<file path="src/rtl/lfsr_step_gen_if.sv">
// Button/step bundle between the push-button front panel and the step generator.
// The master side drives the raw active-low keys and receives the step pulse
// and mode indication; the generator itself is the slave.
interface lfsr_step_gen_if;
  logic key_n;
  logic mode_key_n;
  logic step;
  logic auto_mode;

  modport master (
    output key_n,
    output mode_key_n,
    input  step,
    input  auto_mode
  );

  modport slave (
    input  key_n,
    input  mode_key_n,
    output step,
    output auto_mode
  );
endinterface

</file>
<file path="src/rtl/lfsr_step_gen.sv">
// Step-pulse generator for the LFSR display stage: two debounced active-low
// buttons, manual single-step or periodic auto-step, mode toggled by a button.
//
// state     | meaning
// ----------+---------------------------------------------------------------
// ST_MANUAL | one step pulse per debounced step-key press (reset state)
// ST_AUTO   | step pulse every AUTO_DIV cycles, step-key presses ignored
module lfsr_step_gen #(
  parameter int DEBOUNCE_CYCLES = 500000,
  parameter int AUTO_DIV        = 25000000
) (
  input logic            clk,
  input logic            rst,
  lfsr_step_gen_if.slave bus
);
  localparam int CW = $clog2(DEBOUNCE_CYCLES + 1);
  localparam int DW = $clog2(AUTO_DIV);
  localparam logic [CW-1:0] CNT_LAST = CW'(DEBOUNCE_CYCLES - 1);
  localparam logic [DW-1:0] DIV_LAST = DW'(AUTO_DIV - 1);

  typedef enum logic {ST_MANUAL = 1'b0, ST_AUTO = 1'b1} state_t;

  // Bit 0 is the step key, bit 1 the mode key.
  logic [1:0]         raw_n;
  logic [1:0]         sync1_q, sync1_d;
  logic [1:0]         sync2_q, sync2_d;
  logic [1:0]         stable_q, stable_d;
  logic [1:0]         prev_q, prev_d;
  logic [1:0][CW-1:0] cnt_q, cnt_d;
  logic [1:0]         press;

  state_t        state_q, state_d;
  logic [DW-1:0] div_q, div_d;
  logic          auto_wrap;
  logic          step_q, step_d;
  logic          auto_mode_q, auto_mode_d;

  assign raw_n = {bus.mode_key_n, bus.key_n};

  // Synchronizers, debounce counters and press detection for both keys.
  always_comb begin
    sync1_d  = raw_n;
    sync2_d  = sync1_q;
    stable_d = stable_q;
    prev_d   = stable_q;
    cnt_d    = cnt_q;
    for (int i = 0; i < 2; i++) begin
      if (sync2_q[i] == stable_q[i]) begin
        cnt_d[i] = '0;
      end else if (cnt_q[i] == CNT_LAST) begin
        stable_d[i] = sync2_q[i];
        cnt_d[i]    = '0;
      end else begin
        cnt_d[i] = cnt_q[i] + CW'(1);
      end
    end
    // Released (1) to pressed (0) on the stable level; releases are ignored.
    press = prev_q & ~stable_q;
  end

  // Mode FSM next state: a mode press toggles between MANUAL and AUTO.
  always_comb begin
    state_d = state_q;
    if (press[1]) begin
      state_d = (state_q == ST_MANUAL) ? ST_AUTO : ST_MANUAL;
    end
  end

  // Auto divider: runs only while staying in AUTO, so it enters at 0 and
  // any partial period is dropped on exit (including the wrap edge itself).
  always_comb begin
    div_d     = '0;
    auto_wrap = 1'b0;
    if (state_q == ST_AUTO && !press[1]) begin
      if (div_q == DIV_LAST) begin
        auto_wrap = 1'b1;
      end else begin
        div_d = div_q + DW'(1);
      end
    end
  end

  // Outputs: manual pulse from a step press, auto pulse from a divider wrap.
  always_comb begin
    step_d      = ((state_q == ST_MANUAL) && press[0]) || auto_wrap;
    auto_mode_d = (state_d == ST_AUTO);
  end

  // All state registers; reset returns the keys to released and clears progress.
  always_ff @(posedge clk) begin
    if (rst) begin
      sync1_q     <= 2'b11;
      sync2_q     <= 2'b11;
      stable_q    <= 2'b11;
      prev_q      <= 2'b11;
      cnt_q       <= '0;
      state_q     <= ST_MANUAL;
      div_q       <= '0;
      step_q      <= 1'b0;
      auto_mode_q <= 1'b0;
    end else begin
      sync1_q     <= sync1_d;
      sync2_q     <= sync2_d;
      stable_q    <= stable_d;
      prev_q      <= prev_d;
      cnt_q       <= cnt_d;
      state_q     <= state_d;
      div_q       <= div_d;
      step_q      <= step_d;
      auto_mode_q <= auto_mode_d;
    end
  end

  assign bus.step      = step_q;
  assign bus.auto_mode = auto_mode_q;
endmodule

</file>
<file path="src/flat_wrapper.sv">
// flat-port wrapper written by rule: the top's interface ports become plain ports
module lfsr_step_gen_flat 
#(
  parameter int DEBOUNCE_CYCLES = 500000,
  parameter int AUTO_DIV        = 25000000
)
  (clk, rst, bus_key_n, bus_mode_key_n, bus_step, bus_auto_mode);
  lfsr_step_gen_if bus_i ();
  input logic clk;
  input logic rst;
  input wire logic [$bits(bus_i.key_n)-1:0] bus_key_n;
  input wire logic [$bits(bus_i.mode_key_n)-1:0] bus_mode_key_n;
  output wire logic [$bits(bus_i.step)-1:0] bus_step;
  output wire logic [$bits(bus_i.auto_mode)-1:0] bus_auto_mode;
  assign bus_i.key_n = bus_key_n;
  assign bus_i.mode_key_n = bus_mode_key_n;
  assign bus_step = bus_i.step;
  assign bus_auto_mode = bus_i.auto_mode;
  lfsr_step_gen #(.DEBOUNCE_CYCLES(DEBOUNCE_CYCLES), .AUTO_DIV(AUTO_DIV)) u_core (.clk(clk), .rst(rst), .bus(bus_i));
endmodule
</file>
<file path="config.mk">
export PLATFORM = sky130hd
export DESIGN_NAME = lfsr_step_gen_flat
export DESIGN_NICKNAME = d
export VERILOG_FILES = /design/src/rtl/lfsr_step_gen_if.sv /design/src/rtl/lfsr_step_gen.sv /design/src/flat_wrapper.sv
export SDC_FILE = /design/constraint.sdc
export NUM_CORES = 1
export LEC_CHECK = 0
export CAP_MARGIN = 20
export CORE_MARGIN = 2
export CORE_UTILIZATION = 35
export CTS_BUF_LIST = sky130_fd_sc_hd__clkbuf_4 sky130_fd_sc_hd__clkbuf_8
export DETAILED_ROUTE_END_ITERATION = 10
export DONT_BUFFER_PORTS = 1
export PLACE_DENSITY = 0.6
export RECOVER_POWER = 100
export SKIP_LAST_GASP = 1
export SLEW_MARGIN = 20
export SYNTH_ARGS = -nofsm -noshare
export SYNTH_HDL_FRONTEND = slang
export SYNTH_SLANG_ARGS = --single-unit
</file>
<file path="constraint.sdc">
create_clock -name clk -period 2.45 [get_ports clk]
set_input_delay 0.735 -clock clk [delete_from_list [all_inputs] [get_ports clk]]
set_output_delay 0.735 -clock clk [all_outputs]
set_load 0.005 [all_outputs]
</file>
# Word level (Yosys, flattened, before mapping)
# Index checks and enable logic that the tools add are counted.
[totals] regBits=73 latchBits=0 mem_bits_rw=0 rom_bits=0 input_bits=4 out_inout_bits=2 wordCells=36 n_memories=0
[classes] add_sub_neg=3 multipliers=0 div_mod_pow=0 order_cmp=0 eq_ne=5 shifts=0 muxes=3 bitwise=6 n_reduce_logical=9
[ops] cell="adder 19 x 1 -> 19 bit (second input constant)" count=2
[ops] cell="equality test 19 bit (second input constant)" count=2
[ops] cell="adder 25 x 1 -> 25 bit (second input constant)" count=1
[ops] cell="equality test 25 bit (second input constant)" count=1
[ops] cell="OR reduction 3 bit" count=3
[ops] cell="inverter 1 bit" count=4
[ops] cell="AND reduction 2 bit" count=2
[ops] cell="two-way mux 1 bit" count=3
[ops] cell="bitwise AND 2 bit" count=1
[ops] cell="equality test 1 bit" count=2
[ops] cell="logical AND 1 bit" count=2
[ops] cell="inverter 2 bit" count=1
[ops] cell="logical NOT 1 bit" count=1
[ops] cell="logical OR 1 bit" count=1

# Logic depth before layout (Yosys ltp)
# Gate-level depths: netlist of run 1.
[depth] depth_word=6 mapped_depth=7 ltp_nobuf=5

# Worst setup path after synthesis of run 1
# Ideal clock, no wire load.
[synth_timing] path_type="register to register" startpoint="register u_core.div_q[0]" endpoint="register u_core.div_q[21]" setup_ps=125 t_arrival_ps=1717 required_time_ps=2325 path_slack_ps=608 path_stages_with_launch=7 path_buffers=1 synth_period_minus_slack_ps=1842 path_cell_list="dfxtp_1 ha_1 nand2_1 or4_2 o21bai_2 buf_4 a21oi_1"
[synth_via] elab_chain_len=2 elab_cells_between_ends=3 cone_classes="add/sub: 1; eq/ne: 1; reduce/logical: 1"
[synth_lines] item="start, declared" line="lfsr_step_gen.sv:33" source="logic [DW-1:0] div_q, div_d;"
[synth_lines] item="start signal, assigned" line="lfsr_step_gen.sv:108" source="div_q <= div_d;"
[synth_lines] item="branches (longest 2 deep; another with adder 25 x 1 -> 25 bit)"
# Several ways; the timed one is not identified.
# A chain may end at the register's enable or synchronous reset.

# Final worst setup path of run 1
[layout_timing] startpoint="register u_core.div_q[0]" endpoint="register u_core.div_q[17]"
# The elaborated chain is that of the path after synthesis.

==> run_summary.xml, run 1 <==
<?xml version="1.0" encoding="UTF-8"?>
<metrics>
  <group name="run_status">
    <metric name="run_status" unit="">finished clean</metric>
  </group>
  <group name="placed_design">
    <metric name="post-place-cells" unit="">465</metric>
    <metric name="place.gp.congestion" unit="">0.765</metric>
    <metric name="dp_hpwl" unit="um">4050</metric>
    <metric name="port-buffer-count" unit="">0</metric>
  </group>
  <group name="die">
    <metric name="placementRows" unit="">34</metric>
    <metric name="fp.coreArea" unit="mm^2">0.00876</metric>
    <metric name="floorplan.die_area" unit="mm^2">0.00987</metric>
    <metric name="initial_utilization" unit="%">36.3</metric>
    <metric name="die_span_in_x" unit="um">99.3</metric>
    <metric name="dieHeight" unit="um">99.3</metric>
    <metric name="number_of_ports_placed_on_the_die_boundary" unit="">6</metric>
  </group>
  <group name="timing">
    <metric name="slew_violations" unit="">0</metric>
    <metric name="slew_headroom" unit="%">68.0</metric>
    <metric name="min_period" unit="ns">2.11</metric>
    <metric name="timing_hold_violations_final" unit="">0</metric>
    <metric name="finalCritPeriodShare" unit="%">86.1</metric>
    <metric name="final_setup_skew" unit="ns">0.00883</metric>
    <metric name="final-setup-viol-count" unit="">0</metric>
    <metric name="maxClockFrequency" unit="MHz">474</metric>
    <metric name="rsz_0062_raised_after_global_routing" unit="">no</metric>
    <metric name="fin_setup_tns" unit="ns">0</metric>
    <metric name="max_slew.worst_pin.slew" unit="ns">0.476</metric>
  </group>
  <group name="power_and_ir_drop">
    <metric name="leakage_power_total" unit="nW">1.05</metric>
    <metric name="ir_drop" unit="mV">0.419</metric>
    <metric name="power_density" unit="mW/mm^2">639</metric>
  </group>
  <group name="synth">
    <metric name="synth_seq_cells" unit="">73</metric>
    <metric name="synth.top_cells.by_area" unit="">sky130_fd_sc_hd__dfxtp_1, sky130_fd_sc_hd__nor2_1, sky130_fd_sc_hd__xor2_1</metric>
    <metric name="synth_area_per_cell" unit="um^2">8.79</metric>
    <metric name="synth_area_leader_cell" unit="">sky130_fd_sc_hd__dfxtp_1</metric>
    <metric name="synth.cell_area" unit="mm^2">0.00318</metric>
    <metric name="synth-seq-area-share" unit="%">45.9</metric>
    <metric name="async_reset_ff_share" unit="%">0</metric>
    <metric name="synth.yosys.warnings" unit="">0</metric>
    <metric name="postSynthNetCount" unit="">369</metric>
    <metric name="post_synth_num_cell_types" unit="">40</metric>
    <metric name="yosys.area.top_type_share" unit="%">45.9</metric>
    <metric name="dominantRegCellSynth" unit="">sky130_fd_sc_hd__dfxtp_1</metric>
    <metric name="post_synth_inst_count" unit="">362</metric>
    <metric name="synth-edff-count" unit="">0</metric>
  </group>
  <group name="min_path">
    <metric name="timing.hold.worst.class" unit="">reg2reg</metric>
  </group>
  <group name="critical_path">
    <metric name="worst_path_dominant_cell_family" unit="">simple AND/OR/NAND/NOR gates</metric>
    <metric name="r2r_slack" unit="ns">0.34</metric>
    <metric name="crit_chain" unit="">ha_1 &gt; nand2_1 &gt; or4_2 &gt; o21bai_1 &gt; clkbuf_1 &gt; nor3_1</metric>
    <metric name="worst_setup_path_end_kind" unit="">flop</metric>
    <metric name="cp.buffers_inverters" unit="">1</metric>
    <metric name="timing.critical_path.required" unit="ns">2.67</metric>
    <metric name="crit_fanout" unit="">6</metric>
    <metric name="worst_ep_arrival_time" unit="ns">2.33</metric>
    <metric name="path_class" unit="">reg2reg</metric>
    <metric name="crit_path_start_kind" unit="">flop</metric>
    <metric name="critical_path.max_stage_delay" unit="ns">0.70</metric>
    <metric name="slowest_stage" unit="">sky130_fd_sc_hd__or4_2</metric>
  </group>
  <group name="clock_tree">
    <metric name="cts_inserted_buffers" unit="">9</metric>
    <metric name="clockRootBuffer" unit="">sky130_fd_sc_hd__clkbuf_8</metric>
    <metric name="path_clk_slew" unit="ns">0.08</metric>
    <metric name="cts_resized" unit="">0</metric>
    <metric name="clk_path_buf_depth" unit="">2</metric>
    <metric name="cts_num_sinks" unit="">73</metric>
    <metric name="ctsHtreeMaxLevel" unit="">3</metric>
    <metric name="clock_latency" unit="ns">0.35</metric>
    <metric name="postCtsHoldBufs" unit="">0</metric>
    <metric name="postCtsSetupRepairBufs" unit="">0</metric>
    <metric name="tritoncts" unit="">done</metric>
  </group>
  <group name="drt">
    <metric name="wl_met2" unit="um">2530</metric>
    <metric name="wl_met1" unit="um">2780</metric>
    <metric name="highest_layer" unit="">met4</metric>
    <metric name="drt_iter0_markers" unit="">74</metric>
    <metric name="antenna_left" unit="">0</metric>
    <metric name="via_count" unit="">2503</metric>
    <metric name="drt-total-wl" unit="um">5670</metric>
    <metric name="wire_per_inst" unit="um">11.8</metric>
    <metric name="drt_drc_violations_left" unit="">0</metric>
    <metric name="drtPass1Iterations" unit="">4</metric>
    <metric name="met3_length" unit="um">207</metric>
    <metric name="drt-vias-per-instance" unit="">5.20</metric>
  </group>
  <group name="layout">
    <metric name="seqCellArea" unit="mm^2">0.00146</metric>
    <metric name="multiInputGateArea" unit="mm^2">0.00162</metric>
    <metric name="num_antenna_cells" unit="">0</metric>
    <metric name="layout.filler_cells" unit="">899</metric>
    <metric name="design.final.nets" unit="">375</metric>
    <metric name="layout-area-overhead-vs-synth" unit="%">10.3</metric>
    <metric name="final_core_utilization" unit="%">40.0</metric>
    <metric name="post_layout_nonfiller_instances" unit="">481</metric>
    <metric name="drive_above_1_share" unit="%">8.31</metric>
  </group>
  <group name="global_routing">
    <metric name="grt_pass1_wl" unit="um">9760</metric>
    <metric name="grt_antenna_before_repair" unit="">0</metric>
    <metric name="grt.total_usage" unit="%">12.3</metric>
    <metric name="grt.overflow.total" unit="">0</metric>
    <metric name="grt_start_max_net_pins" unit="">20</metric>
    <metric name="via_count_of_the_first_global_routing_pass" unit="">2256</metric>
  </group>
  <group name="run">
    <metric name="drv.max_cap_violation_count" unit="">0</metric>
  </group>
</metrics>
## report_power, final
| group | switching (mW) | internal, mW |
|---|---|---|
| Combinational | 0.00767 | 0.00456 |
| Clock | 0.449 | 0.590 |
| Sequential | 0.00196 | 1.19 |
| Total | 0.458 | 1.78 |
## synthesized netlist by cell type, types with 2 or more instances
| library cell | count |
|---|---|
| sky130_fd_sc_hd__nand3_1 | 17 |
| sky130_fd_sc_hd__or4_1 | 8 |
| sky130_fd_sc_hd__clkbuf_1 | 6 |
| sky130_fd_sc_hd__nor3_1 | 7 |
| sky130_fd_sc_hd__and3_1 | 5 |
| sky130_fd_sc_hd__o311ai_0 | 2 |
| sky130_fd_sc_hd__and2_1 | 5 |
| sky130_fd_sc_hd__o31ai_1 | 6 |
| sky130_fd_sc_hd__nor4b_1 | 3 |
| sky130_fd_sc_hd__buf_4 | 2 |
| sky130_fd_sc_hd__or2_2 | 7 |
| sky130_fd_sc_hd__and4_1 | 8 |
| sky130_fd_sc_hd__inv_1 | 10 |
| sky130_fd_sc_hd__buf_2 | 2 |
| sky130_fd_sc_hd__nand4_1 | 21 |
| sky130_fd_sc_hd__nor4_1 | 3 |
| sky130_fd_sc_hd__xnor2_1 | 18 |
| sky130_fd_sc_hd__dfxtp_1 | 73 |
| sky130_fd_sc_hd__nand2_1 | 22 |
| sky130_fd_sc_hd__nor2_1 | 48 |
| sky130_fd_sc_hd__xor2_1 | 20 |
| sky130_fd_sc_hd__o21ai_0 | 17 |
| sky130_fd_sc_hd__or3_1 | 13 |
| sky130_fd_sc_hd__ha_1 | 3 |
| sky130_fd_sc_hd__a21oi_1 | 21 |
## worst register-to-register path, cell delays in order (launching register included)
cell and delay, ns:
sky130_fd_sc_hd__dfxtp_1 0.37, sky130_fd_sc_hd__ha_1 0.21, sky130_fd_sc_hd__nand2_1 0.09, sky130_fd_sc_hd__or4_2 0.70, sky130_fd_sc_hd__o21bai_1 0.23, sky130_fd_sc_hd__clkbuf_1 0.30, sky130_fd_sc_hd__nor3_1 0.10
## through the flow
stage | area, um^2 | hold WS, ns | power (mW) | setup slack, ns
5_1_grt | 3510 | 0.423 | 2.34 | 0.210
3_5_place_dp | 3310 | 0.396 | 1.23 | 0.491
4_1_cts | 3530 | 0.416 | 2.28 | 0.469
2_1_floorplan | 3180 | 0.389 | 1.23 | 0.608
6_report | 3510 | 0.417 | 2.24 | 0.339
3_3_place_gp | 3310 | 0.397 | 1.23 | 0.516
## registers in the layout (all words and copies together) (netlist names)
signal and count:
u_core.div_q 25, u_core.sync1_q 2, u_core.sync2_q 2, u_core.state_q 1
u_core.prev_q 2, u_core.prev_d 2, u_core.bus.step 1, u_core.cnt_q 38
## cell families after synthesis
family                   count (synthesis)  share of synthesized area (%)
XOR/XNOR                                38                           10.5
AND/OR/NAND/NOR                        176                           30.3
flip-flops                              73                           45.9
buffers and inverters                   21                           2.83
AO/OA/AOI/OAI                           51                           9.28
adder cells (fa/ha/maj)                  3                           1.18
## layout make-up
class | instances | area share, %
timing repair buffer | 6 | 0.891
clock inverter | 6 | 2.60
clock buffer | 10 | 3.74
multi-input combinational | 268 | 46.2
tap | 108 | 3.85
sequential | 73 | 41.6
inverter | 10 | 1.07
## worst paths after layout
| check | start | end | cells after the start |
|---|---|---|---|
| max | u_core.div_q[0] | u_core.div_q[17] | 6 |
| min | u_core.sync1_q[1] | u_core.sync2_q[1] | 1 |
| max reg2reg | u_core.div_q[0] | u_core.div_q[17] | 6 |
| min reg2reg | u_core.sync1_q[1] | u_core.sync2_q[1] | 1 |
## layer usage
layer / track usage, % / vias to the layer above
met5: 0 / -
met4: 6.53 / 0
met3: 3.58 / 12
met2: 19.4 / 28
met1: 15.1 / 1162
li1: - / 1301
## placed cells by master (no fill, tap or decap), drive strengths merged
cell type	count
nand3	17
o21bai	2
nor2b	1
a31oi	1
nand4	22
nand2	22
and2	5
dfxtp	73
or2	7
o32ai	1
or3	14
o311ai	2
xor2	20
nand2b	1
ha	3
and4	8
clkbuf	14
or4	10
nor2	48
nand3b	1
and3	6
buf	2
nor3	7
o21ai	18
clkinv	3
xnor2	18
o31ai	6
nor4	3
nor4bb	1
nor4b	3
inv	11
a21oi	21
bufinv	2
Note: power is estimated with default switching activity, not from simulation.
==> run 2: changes to the inputs <==
--- a/config.mk
+++ b/config.mk
@@ -11,8 +11,11 @@
 export CTS_BUF_LIST = sky130_fd_sc_hd__clkbuf_4 sky130_fd_sc_hd__clkbuf_8
 export DETAILED_ROUTE_END_ITERATION = 10
 export DONT_BUFFER_PORTS = 1
+export MAX_ROUTING_LAYER = met4
 export PLACE_DENSITY = 0.6
 export RECOVER_POWER = 100
+export SETUP_SLACK_MARGIN = 0.02
+export SKIP_CTS_REPAIR_TIMING = 1
 export SKIP_LAST_GASP = 1
 export SLEW_MARGIN = 20
 export SYNTH_ARGS = -nofsm -noshare
==> run_summary.xml, run 2 (synthesis results as in run 1) <==
<?xml version="1.0" encoding="UTF-8"?>
<metrics>
  <group name="run_status">
    <metric name="run_status" unit="">finished clean</metric>
  </group>
  <group name="critical_path">
    <metric name="worst_setup_path_end_kind" unit="">flop</metric>
    <metric name="crit_chain" unit="">ha_1 &gt; nand2_1 &gt; or4_2 &gt; o21bai_1 &gt; clkbuf_1 &gt; nor3_1</metric>
    <metric name="worst_ep_arrival_time" unit="ns">2.33</metric>
    <metric name="worst_reg2reg_path_endpoint" unit="">u_core.div_q[17]</metric>
    <metric name="worst_path_dominant_cell_family" unit="">simple AND/OR/NAND/NOR gates</metric>
    <metric name="rr_worst_depth" unit="">6</metric>
    <metric name="critical_path.max_stage_delay" unit="ns">0.70</metric>
    <metric name="r2r_slack" unit="ns">0.34</metric>
    <metric name="rr_startpoint" unit="">u_core.div_q[0]</metric>
    <metric name="path_class" unit="">reg2reg</metric>
    <metric name="cp.buffers_inverters" unit="">1</metric>
    <metric name="timing.critical_path.required" unit="ns">2.67</metric>
    <metric name="crit_fanout" unit="">6</metric>
    <metric name="crit_path_start_kind" unit="">flop</metric>
    <metric name="slowest_stage" unit="">sky130_fd_sc_hd__or4_2</metric>
  </group>
  <group name="timing">
    <metric name="final-setup-viol-count" unit="">0</metric>
    <metric name="final_setup_skew" unit="ns">0.00883</metric>
    <metric name="finalCritPeriodShare" unit="%">86.1</metric>
    <metric name="max_slew.worst_pin.slew" unit="ns">0.476</metric>
    <metric name="maxClockFrequency" unit="MHz">474</metric>
    <metric name="slew_headroom" unit="%">68.0</metric>
    <metric name="min_period" unit="ns">2.11</metric>
    <metric name="rsz_0062_raised_after_global_routing" unit="">no</metric>
    <metric name="holdWs" unit="ns">0.417</metric>
    <metric name="slew_violations" unit="">0</metric>
    <metric name="timing_hold_violations_final" unit="">0</metric>
    <metric name="fin_setup_tns" unit="ns">0</metric>
  </group>
  <group name="layout">
    <metric name="num_antenna_cells" unit="">0</metric>
    <metric name="drive_above_1_share" unit="%">8.31</metric>
    <metric name="layout-area-overhead-vs-synth" unit="%">10.3</metric>
    <metric name="multiInputGateArea" unit="mm^2">0.00162</metric>
    <metric name="layout.filler_cells" unit="">899</metric>
    <metric name="max_ffs_per_register" unit="">38</metric>
    <metric name="registers.top_by_ff_count" unit="">u_core.cnt_q</metric>
    <metric name="largest_registers" unit="">u_core.cnt_q x38, u_core.div_q x25</metric>
    <metric name="design.final.nets" unit="">375</metric>
    <metric name="most_frequent_cells_in_the_layout" unit="">sky130_fd_sc_hd__dfxtp_1, sky130_fd_sc_hd__nor2_1, sky130_fd_sc_hd__nand2_1</metric>
    <metric name="seqCellArea" unit="mm^2">0.00146</metric>
    <metric name="commonest_non_fill_non_tap_cell_in_the_layout" unit="">sky130_fd_sc_hd__dfxtp_1</metric>
  </group>
  <group name="drt">
    <metric name="drt_drc_violations_left" unit="">0</metric>
    <metric name="via_count" unit="">2503</metric>
    <metric name="wire_per_inst" unit="um">11.8</metric>
    <metric name="drtPass1Iterations" unit="">4</metric>
    <metric name="drt-vias-per-instance" unit="">5.20</metric>
    <metric name="drt-total-wl" unit="um">5670</metric>
    <metric name="drt_iter0_markers" unit="">79</metric>
    <metric name="antenna_left" unit="">0</metric>
  </group>
  <group name="die">
    <metric name="floorplan.die_area" unit="mm^2">0.00987</metric>
    <metric name="dieHeight" unit="um">99.3</metric>
    <metric name="fp.coreArea" unit="mm^2">0.00876</metric>
    <metric name="initial_utilization" unit="%">36.3</metric>
    <metric name="placementRows" unit="">34</metric>
    <metric name="number_of_ports_placed_on_the_die_boundary" unit="">6</metric>
    <metric name="die_span_in_x" unit="um">99.3</metric>
  </group>
  <group name="power_and_ir_drop">
    <metric name="leakage_power_total" unit="nW">1.05</metric>
    <metric name="power_density" unit="mW/mm^2">639</metric>
    <metric name="totalPowerFinal" unit="mW">2.24</metric>
    <metric name="ir_drop" unit="mV">0.419</metric>
  </group>
  <group name="clock_tree">
    <metric name="clk_path_buf_depth" unit="">2</metric>
    <metric name="cts_num_sinks" unit="">73</metric>
    <metric name="ctsHtreeMaxLevel" unit="">3</metric>
    <metric name="tritoncts" unit="">done</metric>
    <metric name="clockRootBuffer" unit="">sky130_fd_sc_hd__clkbuf_8</metric>
    <metric name="cts_inserted_buffers" unit="">9</metric>
    <metric name="path_clk_slew" unit="ns">0.08</metric>
    <metric name="clock_latency" unit="ns">0.35</metric>
  </group>
  <group name="global_routing">
    <metric name="grt.overflow.total" unit="">0</metric>
    <metric name="grt_start_max_net_pins" unit="">20</metric>
    <metric name="grt_pass1_wl" unit="um">9760</metric>
    <metric name="via_count_of_the_first_global_routing_pass" unit="">2256</metric>
    <metric name="grt_antenna_before_repair" unit="">0</metric>
    <metric name="grt.total_usage" unit="%">12.6</metric>
  </group>
  <group name="min_path">
    <metric name="timing.hold.worst.class" unit="">reg2reg</metric>
    <metric name="hold_path_startpoint" unit="">u_core.sync1_q[1]</metric>
    <metric name="timing.hold.worst_path_depth" unit="">1</metric>
    <metric name="worst_hold_path.endpoint" unit="">u_core.sync2_q[1]</metric>
  </group>
  <group name="placed_design">
    <metric name="dp_hpwl" unit="um">4050</metric>
    <metric name="port-buffer-count" unit="">0</metric>
    <metric name="place.gp.congestion" unit="">0.775</metric>
  </group>
  <group name="run">
    <metric name="drv.max_cap_violation_count" unit="">0</metric>
  </group>
</metrics>
run 2: cell counts in the layout (fill, tap and decap cells not counted):
Identical to the previous run, type by type.
run 2: how the worst max path moves through the flow:
stage / from / cells past startpoint / end
finish: u_core.div_q[0] / 6 / u_core.div_q[17]
global route: u_core.cnt_q[0] / 6 / u_core.cnt_q[12]
CTS: u_core.div_q[0] / 5 / u_core.div_q[22]
detailed placement: u_core.div_q[0] / 5 / u_core.div_q[22]
global placement: u_core.div_q[3] / 4 / u_core.div_q[22]
floorplan: u_core.div_q[0] / 6 / u_core.div_q[21]
run 2: power breakdown:
part	switching (mW)	internal, mW	total [mW]
Combinational	0.00767	0.00456	0.0122
Sequential	0.00196	1.19	1.19
Clock	0.449	0.590	1.04
Total	0.458	1.78	2.24
run 2: per-stage QoR:
step / instance area (um^2) / setup WS, ns / util [%] / instances
3_5_place_dp: 3310 / 0.491 / 37.7 / 465
6_report: 3510 / 0.339 / 40.0 / 481
2_1_floorplan: 3180 / 0.608 / - / 362
4_1_cts: 3530 / 0.469 / 40.3 / 481
5_1_grt: 3510 / 0.210 / 40.0 / 481
3_3_place_gp: 3310 / 0.516 / 37.7 / 465
run 2: area by class of cell:
| cell class | instances | area share (%) |
|---|---|---|
| Clock buffer | 10 | 3.74 |
| Sequential cell | 73 | 41.6 |
| Clock inverter | 6 | 2.60 |
| Multi-Input combinational cell | 268 | 46.2 |
| Inverter | 10 | 1.07 |
| Timing Repair Buffer | 6 | 0.891 |
| Tap cell | 108 | 3.85 |
run 2: per-layer routing:
layer / GRT usage [%] / wire [um]
met1: 15.1 / 2780
met2: 19.4 / 2530
met3: 3.58 / 207
met4: 6.53 / 148
met5: - / 0
==> run 3: changes to the inputs <==
--- a/config.mk
+++ b/config.mk
@@ -6,15 +6,16 @@
 export NUM_CORES = 1
 export LEC_CHECK = 0
 export CAP_MARGIN = 20
+export CELL_PAD_IN_SITES_DETAIL_PLACEMENT = 0
+export CELL_PAD_IN_SITES_GLOBAL_PLACEMENT = 1
 export CORE_MARGIN = 2
 export CORE_UTILIZATION = 35
 export CTS_BUF_LIST = sky130_fd_sc_hd__clkbuf_4 sky130_fd_sc_hd__clkbuf_8
 export DETAILED_ROUTE_END_ITERATION = 10
 export DONT_BUFFER_PORTS = 1
 export MAX_ROUTING_LAYER = met4
-export PLACE_DENSITY = 0.6
+export PLACE_DENSITY = 0.59
 export RECOVER_POWER = 100
-export SETUP_SLACK_MARGIN = 0.02
 export SKIP_CTS_REPAIR_TIMING = 1
 export SKIP_LAST_GASP = 1
 export SLEW_MARGIN = 20
==> run_summary.xml, run 3 (synthesis results as in run 1) <==
<?xml version="1.0" encoding="UTF-8"?>
<metrics>
  <group name="power_and_ir_drop">
    <metric name="totalPowerFinal" unit="mW">2.16</metric>
    <metric name="ir_drop" unit="mV">0.227</metric>
    <metric name="leakage_power_total" unit="nW">1.06</metric>
    <metric name="power_density" unit="mW/mm^2">617</metric>
  </group>
  <group name="die">
    <metric name="die_span_in_x" unit="um">99.3</metric>
    <metric name="dieHeight" unit="um">99.3</metric>
    <metric name="initial_utilization" unit="%">36.3</metric>
    <metric name="number_of_ports_placed_on_the_die_boundary" unit="">6</metric>
    <metric name="floorplan.die_area" unit="mm^2">0.00987</metric>
    <metric name="placementRows" unit="">34</metric>
    <metric name="fp.coreArea" unit="mm^2">0.00876</metric>
  </group>
  <group name="global_routing">
    <metric name="grt_pass1_wl" unit="um">10800</metric>
    <metric name="grt.overflow.total" unit="">0</metric>
    <metric name="grt_start_max_net_pins" unit="">20</metric>
    <metric name="via_count_of_the_first_global_routing_pass" unit="">2312</metric>
    <metric name="grt.total_usage" unit="%">14.1</metric>
    <metric name="grt_antenna_before_repair" unit="">0</metric>
  </group>
  <group name="clock_tree">
    <metric name="clockRootBuffer" unit="">sky130_fd_sc_hd__clkbuf_8</metric>
    <metric name="clock_latency" unit="ns">0.34</metric>
    <metric name="tritoncts" unit="">done</metric>
    <metric name="clk_path_buf_depth" unit="">2</metric>
    <metric name="ctsHtreeMaxLevel" unit="">3</metric>
    <metric name="cts_num_sinks" unit="">73</metric>
    <metric name="cts_inserted_buffers" unit="">9</metric>
    <metric name="path_clk_slew" unit="ns">0.07</metric>
  </group>
  <group name="drt">
    <metric name="drt_drc_violations_left" unit="">0</metric>
    <metric name="drt_iter0_markers" unit="">81</metric>
    <metric name="drt-vias-per-instance" unit="">5.13</metric>
    <metric name="via_count" unit="">2462</metric>
    <metric name="antenna_left" unit="">0</metric>
    <metric name="drt-total-wl" unit="um">6240</metric>
    <metric name="wire_per_inst" unit="um">13.0</metric>
    <metric name="drtPass1Iterations" unit="">4</metric>
  </group>
  <group name="timing">
    <metric name="max_slew.worst_pin.slew" unit="ns">0.441</metric>
    <metric name="final_setup_skew" unit="ns">0.00655</metric>
    <metric name="rsz_0062_raised_after_global_routing" unit="">no</metric>
    <metric name="fin_setup_tns" unit="ns">0</metric>
    <metric name="final-setup-viol-count" unit="">0</metric>
    <metric name="finalCritPeriodShare" unit="%">89.3</metric>
    <metric name="timing_hold_violations_final" unit="">0</metric>
    <metric name="maxClockFrequency" unit="MHz">457</metric>
    <metric name="slew_violations" unit="">0</metric>
    <metric name="min_period" unit="ns">2.19</metric>
    <metric name="postLayoutSetupSlackWorst" unit="ns">0.262</metric>
    <metric name="slew_headroom" unit="%">70.3</metric>
  </group>
  <group name="critical_path">
    <metric name="crit_fanout" unit="">11</metric>
    <metric name="worst_ep_arrival_time" unit="ns">2.41</metric>
    <metric name="path_class" unit="">reg2reg</metric>
    <metric name="worst_setup_path_end_kind" unit="">flop</metric>
    <metric name="crit_path_start_kind" unit="">flop</metric>
    <metric name="timing.critical_path.required" unit="ns">2.67</metric>
    <metric name="r2r_slack" unit="ns">0.26</metric>
  </group>
  <group name="placed_design">
    <metric name="cell_area_after_placement" unit="mm^2">0.00331</metric>
    <metric name="port-buffer-count" unit="">0</metric>
    <metric name="place.gp.congestion" unit="">0.729</metric>
    <metric name="place_worst_setup_slack" unit="ns">0.348</metric>
    <metric name="dp_hpwl" unit="um">4480</metric>
    <metric name="post-place-cells" unit="">465</metric>
  </group>
  <group name="layout">
    <metric name="seqCellArea" unit="mm^2">0.00146</metric>
    <metric name="multiInputGateArea" unit="mm^2">0.00163</metric>
    <metric name="max_ffs_per_register" unit="">38</metric>
    <metric name="commonest_non_fill_non_tap_cell_in_the_layout" unit="">sky130_fd_sc_hd__dfxtp_1</metric>
    <metric name="num_antenna_cells" unit="">0</metric>
    <metric name="design.final.nets" unit="">375</metric>
    <metric name="drive_above_1_share" unit="%">9.14</metric>
    <metric name="most_frequent_cells_in_the_layout" unit="">sky130_fd_sc_hd__dfxtp_1, sky130_fd_sc_hd__nor2_1, sky130_fd_sc_hd__nand2_1</metric>
    <metric name="post_layout_nonfiller_instances" unit="">480</metric>
    <metric name="registers.top_by_ff_count" unit="">u_core.cnt_q</metric>
    <metric name="final_instance_area" unit="mm^2">0.00350</metric>
    <metric name="layout.filler_cells" unit="">905</metric>
    <metric name="largest_registers" unit="">u_core.cnt_q x38, u_core.div_q x25</metric>
    <metric name="layout-area-overhead-vs-synth" unit="%">9.91</metric>
  </group>
  <group name="run">
    <metric name="drv.max_cap_violation_count" unit="">0</metric>
  </group>
  <group name="min_path">
    <metric name="timing.hold.worst.class" unit="">reg2reg</metric>
  </group>
  <group name="run_status">
    <metric name="run_status" unit="">finished clean</metric>
  </group>
</metrics>
run 3: worst paths after layout:
| kind | start | endpoint | cells past startpoint |
|---|---|---|---|
| setup / recovery | u_core.div_q[0] | u_core.div_q[17] | 6 |
| hold reg to reg | u_core.sync1_q[1] | u_core.sync2_q[1] | 1 |
| setup reg to reg | u_core.div_q[0] | u_core.div_q[17] | 6 |
| hold / removal | u_core.sync1_q[1] | u_core.sync2_q[1] | 1 |
run 3: through the flow:
step           hold slack, ns  utilization (%)
2_1_floorplan           0.389                -
3_3_place_gp            0.402             37.7
3_5_place_dp            0.402             37.7
4_1_cts                 0.419             40.0
5_1_grt                 0.422             39.9
6_report                0.418             39.9
run 3: cell type report:
cell class              instances  area share, %
flip-flops and latches         73           41.8
clock buffers                  12           4.55
inverters                      10           1.07
repair buffers                  6           1.07
clock inverters                 3           1.15
multi-input cells             268           46.5
well taps                     108           3.87
run 3: worst max-delay path: stages, from the launching register on:
cell	delay (ns)
sky130_fd_sc_hd__dfxtp_1	0.38
sky130_fd_sc_hd__ha_1	0.22
sky130_fd_sc_hd__nand2_1	0.09
sky130_fd_sc_hd__or4_2	0.70
sky130_fd_sc_hd__o21bai_2	0.29
sky130_fd_sc_hd__clkbuf_2	0.31
sky130_fd_sc_hd__nor3_1	0.10
run 3: power by group:
group	switching, mW	internal [mW]	leakage [nW]	total (mW)
Combinational	0.00804	0.00449	0.361	0.0125
Clock	0.423	0.529	0.106	0.952
Sequential	0.00199	1.19	0.589	1.19
Total	0.433	1.72	1.06	2.16
run 3: routing by layer:
layer | global-route usage (%) | up-vias | wire length, um
met5 | - | - | 0
met2 | 20.1 | 25 | 2690
met4 | 6.64 | 0 | 116
met3 | 2.74 | 11 | 194
li1 | - | 1300 | -
met1 | 19.1 | 1126 | 3240
